File: src/rtl/frogger_game_ctrl.sv
// Frogger game sequencer: start/end of game, per-frame death/score/timeout decisions, score, lives and respawn.
// All outputs are registered and change one cycle after the triggering input; reset asserts asynchronously.
module frogger_game_ctrl #(
  parameter int c_START_LIVES  = 3,
  parameter int c_SCORE_LIMIT  = 99,
  parameter int c_HOME_ROW     = 0,
  parameter int c_ROUND_FRAMES = 1800,
  parameter int c_HOLD_FRAMES  = 60
) (
  input  logic        i_Clk,
  input  logic        i_Rst_L,
  input  logic        i_Game_Start,
  input  logic        i_Frame_Tick,
  input  logic        i_Collision,
  input  logic [5:0]  i_Frogger_Y,
  output logic [2:0]  o_State,
  output logic        o_Game_Active,
  output logic        o_Frog_Respawn,
  output logic [6:0]  o_Score,
  output logic [1:0]  o_Lives,
  output logic        o_Win,
  output logic [10:0] o_Time_Left
);

  localparam int HW = (c_HOLD_FRAMES < 1) ? 1 : $clog2(c_HOLD_FRAMES + 1);

  typedef enum logic [2:0] {
    ST_IDLE   = 3'd0,
    ST_RUN    = 3'd1,
    ST_HIT    = 3'd2,
    ST_SCORED = 3'd3,
    ST_OVER   = 3'd4
  } state_t;

  state_t         state_q, state_d;
  logic [6:0]     score_q, score_d;
  logic [1:0]     lives_q, lives_d;
  logic           win_q, win_d;
  logic [10:0]    time_q, time_d;
  logic [HW-1:0]  hold_q, hold_d;
  logic           respawn_q, respawn_d;
  logic           start_prev_q;
  logic           start_edge;
  logic [1:0]     lives_dec;
  logic           hold_done_over;

  assign start_edge = i_Game_Start & ~start_prev_q;
  assign lives_dec  = (lives_q != 2'd0) ? lives_q - 2'd1 : 2'd0;
  // Leaving HIT/SCORED ends the game when no lives are left or the winning score was reached.
  assign hold_done_over = (state_q == ST_HIT)    ? (lives_q == 2'd0)
                                                 : (score_q == 7'(c_SCORE_LIMIT));

  always_comb begin
    state_d   = state_q;
    score_d   = score_q;
    lives_d   = lives_q;
    win_d     = win_q;
    time_d    = time_q;
    hold_d    = hold_q;
    respawn_d = 1'b0;
    case (state_q)
      ST_IDLE, ST_OVER: begin
        if (start_edge) begin
          score_d   = 7'd0;
          lives_d   = 2'(c_START_LIVES);
          win_d     = 1'b0;
          time_d    = 11'(c_ROUND_FRAMES);
          state_d   = ST_RUN;
          respawn_d = 1'b1;
        end
      end
      ST_RUN: begin
        if (i_Collision) begin
          state_d = ST_HIT;
          lives_d = lives_dec;
          hold_d  = HW'(c_HOLD_FRAMES);
        end else if (i_Frogger_Y == 6'(c_HOME_ROW)) begin
          state_d = ST_SCORED;
          score_d = (score_q >= 7'(c_SCORE_LIMIT)) ? 7'(c_SCORE_LIMIT) : score_q + 7'd1;
          hold_d  = HW'(c_HOLD_FRAMES);
        end else if (i_Frame_Tick) begin
          if (time_q == 11'd1) begin
            state_d = ST_HIT;
            lives_d = lives_dec;
            hold_d  = HW'(c_HOLD_FRAMES);
          end else begin
            time_d = time_q - 11'd1;
          end
        end
      end
      ST_HIT, ST_SCORED: begin
        if (hold_q == '0) begin
          if (hold_done_over) begin
            state_d = ST_OVER;
            win_d   = (state_q == ST_SCORED);
          end else begin
            state_d   = ST_RUN;
            time_d    = 11'(c_ROUND_FRAMES);
            respawn_d = 1'b1;
          end
        end else if (i_Frame_Tick) begin
          hold_d = hold_q - 1'b1;
        end
      end
      default: state_d = ST_IDLE;
    endcase
  end

  // Start-edge history resets to 1 so a button held through reset cannot start a game.
  always_ff @(posedge i_Clk or negedge i_Rst_L) begin
    if (!i_Rst_L) begin
      state_q      <= ST_IDLE;
      score_q      <= 7'd0;
      lives_q      <= 2'd0;
      win_q        <= 1'b0;
      time_q       <= 11'd0;
      hold_q       <= '0;
      respawn_q    <= 1'b0;
      start_prev_q <= 1'b1;
    end else begin
      state_q      <= state_d;
      score_q      <= score_d;
      lives_q      <= lives_d;
      win_q        <= win_d;
      time_q       <= time_d;
      hold_q       <= hold_d;
      respawn_q    <= respawn_d;
      start_prev_q <= i_Game_Start;
    end
  end

  assign o_State        = state_q;
  assign o_Game_Active  = (state_q == ST_RUN);
  assign o_Frog_Respawn = respawn_q;
  assign o_Score        = score_q;
  assign o_Lives        = lives_q;
  assign o_Win          = win_q;
  assign o_Time_Left    = time_q;

endmodule

File: config.mk
export PLATFORM = sky130hd
export DESIGN_NAME = frogger_game_ctrl
export DESIGN_NICKNAME = d
export VERILOG_FILES = /design/src/rtl/frogger_game_ctrl.sv
export SDC_FILE = /design/constraint.sdc
export NUM_CORES = 1
export LEC_CHECK = 0
export BUFFER_PORTS_ARGS = -buffer_cell sky130_fd_sc_hd__buf_2
export CAP_MARGIN = 10
export CORE_ASPECT_RATIO = 1.1
export CORE_MARGIN = 5
export CORE_UTILIZATION = 59
export DETAILED_ROUTE_END_ITERATION = 12
export PLACE_DENSITY_LB_ADDON = 0.3
export SYNTH_ARGS = -nofsm -noshare
export SYNTH_HDL_FRONTEND = slang
export SYNTH_SLANG_ARGS = --single-unit
File: constraint.sdc
create_clock -name i_Clk -period 4.24 [get_ports i_Clk]
set_input_delay 0.848 -clock i_Clk [delete_from_list [all_inputs] [get_ports i_Clk]]
set_output_delay 0.848 -clock i_Clk [all_outputs]
set_load 0.02 [all_outputs]
==> out/results.ini <==
[critical_path]
cpPeakStageDelay_ns = 0.52
crit_required_ns = 3.39
worst_setup_path_start_kind = register
critPathMaxFanout = 15
path_delay_family = simple AND/OR/NAND/NOR gates
r2r_setup_slack_ns = 1.93
crit_type = reg -> out
rr_endpoint = o_Score[3]
cp_slowest_cell = or3b_4
worst-path-buf-inv = 2
r2r-start = o_State[0]
crit_chain = or3b_4 > clkinv_2 > buf_2
end_kind = output port
reg2reg_depth = 6
crit_arrival_ns = 1.77

[logic_synthesis]
yosys_warnings = 0
synth-edff-count = 0
syn-num-nets = 227
ys_ff_latch = 32
netlist_area_sq_um = 1914
synth.distinct_cells = 54
synth-async-reset-ratio = 1.000
ys_seq_area_frac = 0.4190
synth_ff_type = dfrtp_1
synth_area_per_cell_sq_um = 9.073
syn_inst = 211

[power]
seqPwrFrac = 0.413
p_int_mw = 0.6468
switching_power_mw = 0.5141
pwr-share-clk = 0.147
p_per_area_nw_per_um2 = 537.8
vdd_drop_max_uv = 403.9
leakage_nw = 0.9500
switching_share = 0.4429
power_frac_comb = 0.440

[cts]
cts_buffers = 5
cts_tree = yes
clockRootBuffer = clkbuf_4
htree_levels = 2
clock_sinks = 32
ctsResizeCount = 0
cts_hold_buffers = 0
post_cts_buffers = 0
clk_latency_ns = 0.34
cts.path.max_buffers = 2
clk_pin_slew_ns = 0.10

[sta]
timing_max_transition_violations_final = 0
fin_setup_tns_ns = 0
period_minus_slack_ns = 2.620
hold_viol = 0
fin_crit_sh = 0.6179
setup_violations = 0
tightest_slew_ns = 0.7515
rsz0062_at_grt = false
relSlewSlack = 0.4980
max_freq_mhz = 381.7
fin_skew_ns = 0.002476

[floorplanning]
ios = 37
die_x_um = 64.31
die_y_um = 69.74
coreArea_sq_um = 3074
dieArea_sq_um = 4485
initial_utilization = 0.6227
core.rowCount = 21

[global_routing]
grt_pass1_vias = 1641
grt_util_all_layers = 0.2065
antenna_found_initial = 0
overflow = 0
grt_first_pass_wirelength_um = 7596
grt_max_degree = 33

[final_layout]
fin_nets = 263
instances_no_fill = 282
areaGrowthSynthToFinish_pct = 12.75
drive_gt1_frac = 0.2056
n_antenna_cell = 0

[detailed_routing]
drt-initial-drc-count = 137
routedWlPerCell_um = 15.79
routed_wl_um = 4453
drt_pass1_iterations = 4
vias_per_cell = 6.376
vias = 1798
antenna_left = 0
route.detailed.drc = 0

[job]
maxCapViolCount = 0

[placement]
hpwl_um = 3226
io_buffers = 36
place.gp.congestion = 0.8387
dp_cells = 274

[min_path]
hp-class = reg -> reg
min_path_cells = 1
min_to = hold_q[4]
min-delay-start = hold_q[4]

[run_status]
status = complete, no violations

==> cell type report <==
type,instances,area [sq um]
multi-input cells,164,1054
flip-flops and latches,32,802.0
clock buffers,8,48.80
inverters,8,31.28
well taps,34,42.54
fillers,240,915.9
repair buffers,36,180.2
==> power groups by stage <==
stage | clock network, mW | registers [mW] | logic, mW
6_report | 0.171 | 0.479 | 0.511
3_3_place_gp | 0 | 0.481 | 0.501
3_5_place_dp | 0 | 0.485 | 0.511
5_1_grt | 0.185 | 0.496 | 0.566
2_1_floorplan | 0 | 0.533 | 0.317
4_1_cts | 0.173 | 0.478 | 0.513
==> kinds of logic after synthesis <==
group	count (synthesis)	share of synthesized area
AOI/OAI and AO/OA	69	0.2405
adders and majority gates	5	0.03268
buffers and inverters	15	0.03072
DFF	32	0.4190
muxes	1	0.005229
and+or+nand+nor	89	0.2719
==> Yosys cell counts, types with 2 or more instances <==
master	n	area, sq um
o311a_1	2	20.02
dfrtp_1	31	775.7
and3_1	3	18.77
ha_1	5	62.56
or4_1	3	22.52
o21ai_1	16	80.08
o22ai_1	2	12.51
o31ai_1	3	22.52
nor2_1	13	48.80
nand2_1	14	52.55
or3_1	2	12.51
clkbuf_1	6	22.52
o311ai_1	2	17.52
nor3_1	10	50.05
nand3_1	9	45.04
nor2b_1	4	25.02
and2_1	3	18.77
nor4b_2	2	30.03
nand3b_1	2	15.01
a211o_1	2	17.52
a21oi_1	12	60.06
nand4_1	4	25.02
o211ai_1	2	15.01
nor3b_1	4	30.03
inv_1	7	26.28
a31oi_1	8	50.05
nor4_1	2	12.51
o21a_1	2	15.01
o21ai_0	4	20.02
nand2b_1	8	50.05
==> sequential cells by signal (all words and copies together) (netlist names) <==
register / count
o_Time_Left: 11
o_Score: 7
hold_q: 6
o_State: 3
o_Lives: 2
o_Frog_Respawn: 1
o_Win: 1
start_prev_q: 1
==> through the flow <==
| stage | hold slack [ns] | power, mW | setup slack (ns) | area, sq um | utilization |
|---|---|---|---|---|---|
| after floorplan | 0.4415 | 0.8501 | 1.944 | 1914 | - |
| after global placement | 0.4589 | 0.9823 | 1.519 | 2110 | 0.6862 |
| after detailed placement | 0.4724 | 0.9963 | 1.451 | 2110 | 0.6862 |
| after CTS | 0.4858 | 1.164 | 1.623 | 2158 | 0.7021 |
| after global routing | 0.5057 | 1.248 | 1.560 | 2158 | 0.7021 |
| final | 0.4831 | 1.161 | 1.620 | 2158 | 0.7021 |
==> metal layers <==
layer / vias to the layer above / share of wire / track usage
met4: 0 / 0.013 / 0.07692
met1: 836 / 0.44 / 0.2850
li1: 880 / - / -
met2: 74 / 0.47 / 0.2954
met3: 8 / 0.077 / 0.07131
met5: - / 0 / 0
==> layout by cell type, fill, tap and decap left out, types with 3 or more instances in the layout <==
cell	synthesis	final
a21oi_1	12	12
a31oi_1	8	8
and2_1	3	3
and3_1	3	3
buf_2	1	36
clkbuf_1	6	3
clkbuf_4	0	5
dfrtp_1	31	31
ha_1	5	5
inv_1	7	7
nand2_1	14	14
nand2b_1	8	8
nand3_1	9	9
nand4_1	4	4
nor2_1	13	13
nor2b_1	4	4
nor3_1	10	10
nor3b_1	4	4
o21ai_0	4	4
o21ai_1	16	16
o31ai_1	3	3
or4_1	3	3
==> worst max-delay path by stage <==
stage                               from       endpoint  slack, ns  depth (start not counted)
after global routing          o_State[0]  o_Game_Active       1.56                          3
after CTS                     o_State[0]  o_Game_Active       1.62                          3
after floorplan               o_State[0]  o_Game_Active       1.94                          3
final                         o_State[0]  o_Game_Active       1.62                          3
after detailed placement  i_Frogger_Y[1]      hold_q[3]       1.45                          6
after global placement    i_Frogger_Y[1]      hold_q[5]       1.52                          6
No activity file was read; power rests on OpenSTA's default activity.
